==> config.mk <==
export PLATFORM = sky130hd
export DESIGN_NAME = seg7_scan_mux
export DESIGN_NICKNAME = d
export VERILOG_FILES = /design/src/rtl/seg7_pkg.sv /design/src/rtl/seg7_glyph_decode.sv /design/src/rtl/seg7_scan_mux.sv
export SDC_FILE = /design/constraint.sdc
export NUM_CORES = 1
export LEC_CHECK = 0
export CORE_MARGIN = 4
export CORE_UTILIZATION = 36
export CTS_CLUSTER_DIAMETER = 150
export CTS_CLUSTER_SIZE = 30
export DETAILED_ROUTE_END_ITERATION = 8
export DONT_BUFFER_PORTS = 1
export SYNTH_ARGS = -nofsm -noshare
export SYNTH_HDL_FRONTEND = slang
export SYNTH_SLANG_ARGS = --single-unit
export TNS_END_PERCENT = 100
==> constraint.sdc <==
create_clock -name clk -period 2.17 [get_ports clk]
set_input_delay 0.434 -clock clk [delete_from_list [all_inputs] [get_ports clk]]
set_output_delay 0.434 -clock clk [all_outputs]
set_load 0.02 [all_outputs]
==> src/rtl/seg7_pkg.sv <==
// Shared constants for the multiplexed 7-segment driver: glyph table,
// blank pattern, PWM phase width and the "all anodes off" pattern.
package seg7_pkg;

  // PWM phase counter width: 16 brightness steps per digit slot.
  localparam int PHASE_W = 4;

  // Active-low segment pattern with every segment dark.
  localparam logic [6:0] SEG_BLANK = 7'h7F;

  // Widest anode bus supported; the top slices off NUM_DIGITS bits.
  localparam logic [7:0] ANODES_OFF = 8'hFF;

  // Active-low glyphs indexed by 4-bit value, segs[0]=A .. segs[6]=G.
  // Entries 10-15 are A, b, C, d, E, F.
  localparam logic [15:0][6:0] GLYPH_TABLE = {
    7'h0E, 7'h06, 7'h21, 7'h46, 7'h03, 7'h08, 7'h10, 7'h00,
    7'h78, 7'h02, 7'h12, 7'h19, 7'h30, 7'h24, 7'h79, 7'h40
  };

endpackage

==> src/rtl/seg7_glyph_decode.sv <==
// Combinational 4-bit value to active-low 7-segment glyph. With hex_mode
// low, values above 9 have no decimal glyph and are shown dark.
module seg7_glyph_decode
  import seg7_pkg::*;
(
  input  logic [3:0] value,
  input  logic       hex_mode,
  output logic [6:0] segs
);

  // Table lookup, with non-decimal values blanked outside hex mode.
  always_comb begin
    segs = GLYPH_TABLE[value];
    if (!hex_mode && (value > 4'd9)) begin
      segs = SEG_BLANK;
    end
  end

endmodule

==> src/rtl/seg7_scan_mux.sv <==
// N-digit multiplexed 7-segment driver with per-digit decimal points,
// leading-zero blanking, 16-step PWM brightness and a frame-coherent
// snapshot of the displayed value so a frame never mixes old and new data.
module seg7_scan_mux
  import seg7_pkg::*;
#(
  parameter int NUM_DIGITS = 4,
  parameter int CLK_DIV    = 1000,
  parameter int HEX_MODE   = 1
) (
  input  logic                    clk,
  input  logic                    rst,
  input  logic                    en,
  input  logic [4*NUM_DIGITS-1:0] digits,
  input  logic [NUM_DIGITS-1:0]   dp_in,
  input  logic                    lzb,
  input  logic [3:0]              bright,
  output logic [NUM_DIGITS-1:0]   anodes,
  output logic [6:0]              segs,
  output logic                    dp,
  output logic                    frame_start
);

  localparam int PRE_W = (CLK_DIV > 1) ? $clog2(CLK_DIV) : 1;
  localparam int IDX_W = $clog2(NUM_DIGITS);

  logic [PRE_W-1:0]        pre_cnt;
  logic [PHASE_W-1:0]      phase;
  logic [IDX_W-1:0]        idx;
  logic [4*NUM_DIGITS-1:0] snap_digits;
  logic [NUM_DIGITS-1:0]   snap_dp;
  logic                    snap_lzb;
  logic                    load_pending;

  logic                    tick;
  logic                    phase_last;
  logic                    idx_last;
  logic                    load;
  logic [3:0]              cur_value;
  logic                    cur_blank;
  logic [6:0]              glyph;
  logic [NUM_DIGITS-1:0]   blank_mask;
  logic [NUM_DIGITS-1:0]   anodes_next;

  assign tick       = (pre_cnt == PRE_W'(CLK_DIV - 1));
  assign phase_last = (phase == {PHASE_W{1'b1}});
  assign idx_last   = (idx == IDX_W'(NUM_DIGITS - 1));
  // A new snapshot is taken as the scan wraps back to digit 0, or on the
  // very first tick after reset so the display does not wait a whole frame.
  assign load       = tick && ((phase_last && idx_last) || load_pending);

  // Prescaler, PWM phase and digit index counters; they free-run even
  // while the display is disabled.
  always_ff @(posedge clk) begin
    if (rst) begin
      pre_cnt <= '0;
      phase   <= '0;
      idx     <= '0;
    end else begin
      if (tick) begin
        pre_cnt <= '0;
        phase   <= phase + 1'b1;
        if (phase_last) begin
          idx <= idx_last ? '0 : idx + 1'b1;
        end
      end else begin
        pre_cnt <= pre_cnt + 1'b1;
      end
    end
  end

  // Frame-coherent capture of the displayed value, dots and blanking mode.
  always_ff @(posedge clk) begin
    if (rst) begin
      snap_digits  <= '0;
      snap_dp      <= '0;
      snap_lzb     <= 1'b0;
      load_pending <= 1'b1;
    end else if (load) begin
      snap_digits  <= digits;
      snap_dp      <= dp_in;
      snap_lzb     <= lzb;
      load_pending <= 1'b0;
    end
  end

  // Leading-zero mask: digit i (i>0) is dark when it and every digit to
  // its left are zero. Digit 0 always shows, so zero reads as "0".
  always_comb begin
    logic zeros_left;
    zeros_left = 1'b1;
    blank_mask = '0;
    for (int i = NUM_DIGITS - 1; i >= 0; i--) begin
      zeros_left = zeros_left && (snap_digits[4*i +: 4] == 4'h0);
      if (i > 0) begin
        blank_mask[i] = snap_lzb && zeros_left;
      end
    end
  end

  assign cur_value = snap_digits[{idx, 2'b00} +: 4];
  assign cur_blank = blank_mask[idx];

  seg7_glyph_decode u_decode (
    .value    (cur_value),
    .hex_mode (HEX_MODE != 0),
    .segs     (glyph)
  );

  // Only the active digit's anode may go low, and only during its PWM on-time.
  always_comb begin
    anodes_next = ANODES_OFF[NUM_DIGITS-1:0];
    if (en && (phase <= bright)) begin
      anodes_next[idx] = 1'b0;
    end
  end

  // Registered pin drivers, one clock behind the scan counters.
  always_ff @(posedge clk) begin
    if (rst) begin
      anodes      <= ANODES_OFF[NUM_DIGITS-1:0];
      segs        <= SEG_BLANK;
      dp          <= 1'b1;
      frame_start <= 1'b0;
    end else begin
      anodes      <= anodes_next;
      segs        <= cur_blank ? SEG_BLANK : glyph;
      dp          <= cur_blank ? 1'b1 : ~snap_dp[idx];
      frame_start <= load;
    end
  end

endmodule
==> metrics.csv, run 1 <==
metric;value;unit
initial_core_util;0.381;
num_antenna_cells;0;
drc;0;
synth_top_area_frac;0.442;
port_buffers;0;
hold_buffers;0;
p_per_area;619;mW/mm^2
die_x;88.1;um
drt_iter0_drc;52;
fin_ws;0.163;ns
endpoint_kind;register;
clockRootBuffer;clkbuf_8;
p_int;1.19;mW
hp-class;input port to register;
cts.repair.resized;0;
syn_area_per_cell;9.99;um^2
final_layout_size_suffix_gt1_frac;0.0987;
synth_xor_xnor_area_share;0.0417;
overflow;0;
post_cts_buffers;0;
netlist_area;0.00231;mm^2
synth_nets;275;
seq_area_frac_synth;0.442;
grt_start_max_net_pins;35;
crit_type;register to register;
grt_pass1_vias;1527;
synth_top_family_by_area;multiplexers;
tritoncts;built;
ys.flop_type;dfxtp_1;
worst_pin_slew;0.468;ns
cap_viol_max_count;0;
pre_cts_ws;0.101;ns
grt_setup_unrepaired;false;
cp_max_fo;5;
synth_edf_count;0;
final_antenna_net_count;0;
rr_worst_depth;6;
grt_pass1_wl;7.20;mm
async_flop_share;0;
post-route-period-util;0.925;
crit_end;segs[3]$_SDFF_PP1_;
cts_inserted_buffers;5;
fin_skew;0.0129;ns
slew_headroom;0.684;
r2r-end;segs[3]$_SDFF_PP1_;
pwr-share-comb;0.019;
finalNetCount;276;
cts_sinks;51;
core;0.00606;mm^2
hold_viol_final;0;
ios;41;
required;2.38;ns
ys_warn_count;0;
drt_wl_total;4.15;mm
yosys-top-cells-count;dfxtp_1 (51), nor2_1 (44), mux2i_1 (25), ha_1 (16), inv_1 (12);
slew_violations;0;
ir_drop;384;uV
clk_path_buf_depth;2;
synthAdderAreaFrac;0.0867;
setup_tns;0;ns
dp_hpwl;3.16;mm
status;complete, no violations;
pwr-share-clk;0.352;
leakagePower;1.11;nW
r2r_start;idx[0]$_SDFFE_PP0P_;
fin_util;0.408;
yosysMostFrequentCell;dfxtp_1;
power;1.53;mW
stdcell_area;0.00247;mm^2
reg2reg_slack;0.16;ns
first_pass_iters;4;
p_switching;0.343;mW
grt_antenna_before_repair;0;
grt_usage;0.119;
die-area;0.00776;mm^2
netlist_top_cells_area;dfxtp_1 (44%), mux2i_1 (11%), ha_1 (8.7%);
finalCriticalPeriod;2.01;ns
routed_via_density;4.95;
cts_max_level;2;
critPathLaunch;idx[0]$_SDFFE_PP0P_;
path_clk_slew;0.10;ns
crit_arrival;2.21;ns
syn2layout_area_growth;7.21;%
synth.distinct_cells;31;
wl_per_cell;13.5;um
synthCells;231;
cp-start-kind;register;
dpl-instance-area;0.00239;mm^2
die_h;88.1;um
pwr-share-seq;0.628;
synth_mux_area_frac;0.167;
setup_viol;0;
ys_seq_elements;51;
vias;1524;
synth_compound_area_frac;0.0526;
hold_depth;1;
fmax;498;MHz
synth_top_area_cell;dfxtp_1;
min_from;rst;
num_rows;28;
switching_share;0.224;
insertion_delay;0.30;ns
synth-simple-area-share;0.162;
place_congestion;0.784;
==> cells by family (layout without fill, tap and decap cells) <==
| kind of cell | after synthesis | after routing |
|---|---|---|
| and+or+nand+nor | 81 | 81 |
| DFF | 51 | 51 |
| xor gates and xnor gates | 11 | 11 |
| AOI/OAI and AO/OA | 18 | 18 |
| buffers and inverters | 23 | 25 |
| muxes | 31 | 31 |
| adders and majority gates | 16 | 16 |
==> metrics by stage <==
step	hold slack [ns]	instances
2_1_floorplan	0.426	231
3_3_place_gp	0.441	300
3_5_place_dp	0.451	300
4_1_cts	0.185	308
5_1_grt	0.160	308
6_report	0.194	308
==> power groups by stage <==
stage	Clock (mW)	Sequential, mW	Combinational, mW
after CTS	0.556	0.963	0.0305
after global routing	0.616	0.966	0.0361
final	0.540	0.963	0.0296
after detailed placement	0	0.985	0.0303
after floorplan	0	0.983	0.0316
after global placement	0	0.985	0.0293
==> critical path, stage by stage (launching register included) <==
cell and delay, ns:
dfxtp_2 0.39, mux4_2 0.57, inv_1 0.15, ha_1 0.18
inv_1 0.04, mux4_2 0.43, nand2b_1 0.15
==> how the worst min path moves through the flow <==
stage	endpoint	slack, ns
after floorplan	pre_cnt[0]$_SDFF_PP0_	0.43
after global placement	pre_cnt[0]$_SDFF_PP0_	0.44
final	phase[2]$_SDFFE_PP0P_	0.19
after CTS	phase[2]$_SDFFE_PP0P_	0.18
after detailed placement	load_pending$_SDFFE_PP1P_	0.45
after global routing	phase[3]$_SDFFE_PP0P_	0.16
==> layout make-up <==
type,instances,area [um^2]
clock buffers,5,68.8
clock inverters,3,18.8
fillers,601,3590
inverters,12,45.0
multi-input cells,157,1180
flip-flops and latches,51,1020
well taps,75,93.8
repair buffers,5,50.0
==> layer usage <==
metal	global-route usage	vias to the layer above	share of wire
met5	0	-	0
met4	0.0330	0	0.0089
met3	0.0574	4	0.089
met2	0.184	29	0.46
met1	0.150	703	0.45
li1	-	788	-
==> sequential cells by signal, indices dropped and copies added, names as in the netlist <==
name          cells
anodes            4
idx               2
dp                1
frame_start       1
snap_digits      16
pre_cnt          10
load_pending      1
snap_dp           4
phase             4
segs              7
snap_lzb          1
==> cell usage in the layout, fill, tap and decap left out, types with 2 or more instances in the layout <==
cell / instances
nand3_1: 10
ha_1: 16
o21a_1: 2
o221ai_1: 2
buf_4: 4
a21oi_1: 3
nand2_1: 7
clkbuf_8: 5
dfxtp_1: 50
xor2_1: 5
nand2b_1: 2
mux4_2: 6
nor4_1: 3
nor2_1: 44
o21ai_0: 4
clkinv_2: 2
and3_1: 4
nor2b_1: 2
mux2i_1: 25
nand4_1: 4
inv_1: 12
o211ai_1: 4
xnor2_1: 6
Power figures use the tool's default switching activity.
==> run 2, diff against run 1 <==
- CAP_MARGIN: default -> 20
==> results of run 2 <==
No change in the layout: final DEF, timing and power equal those of run 1.
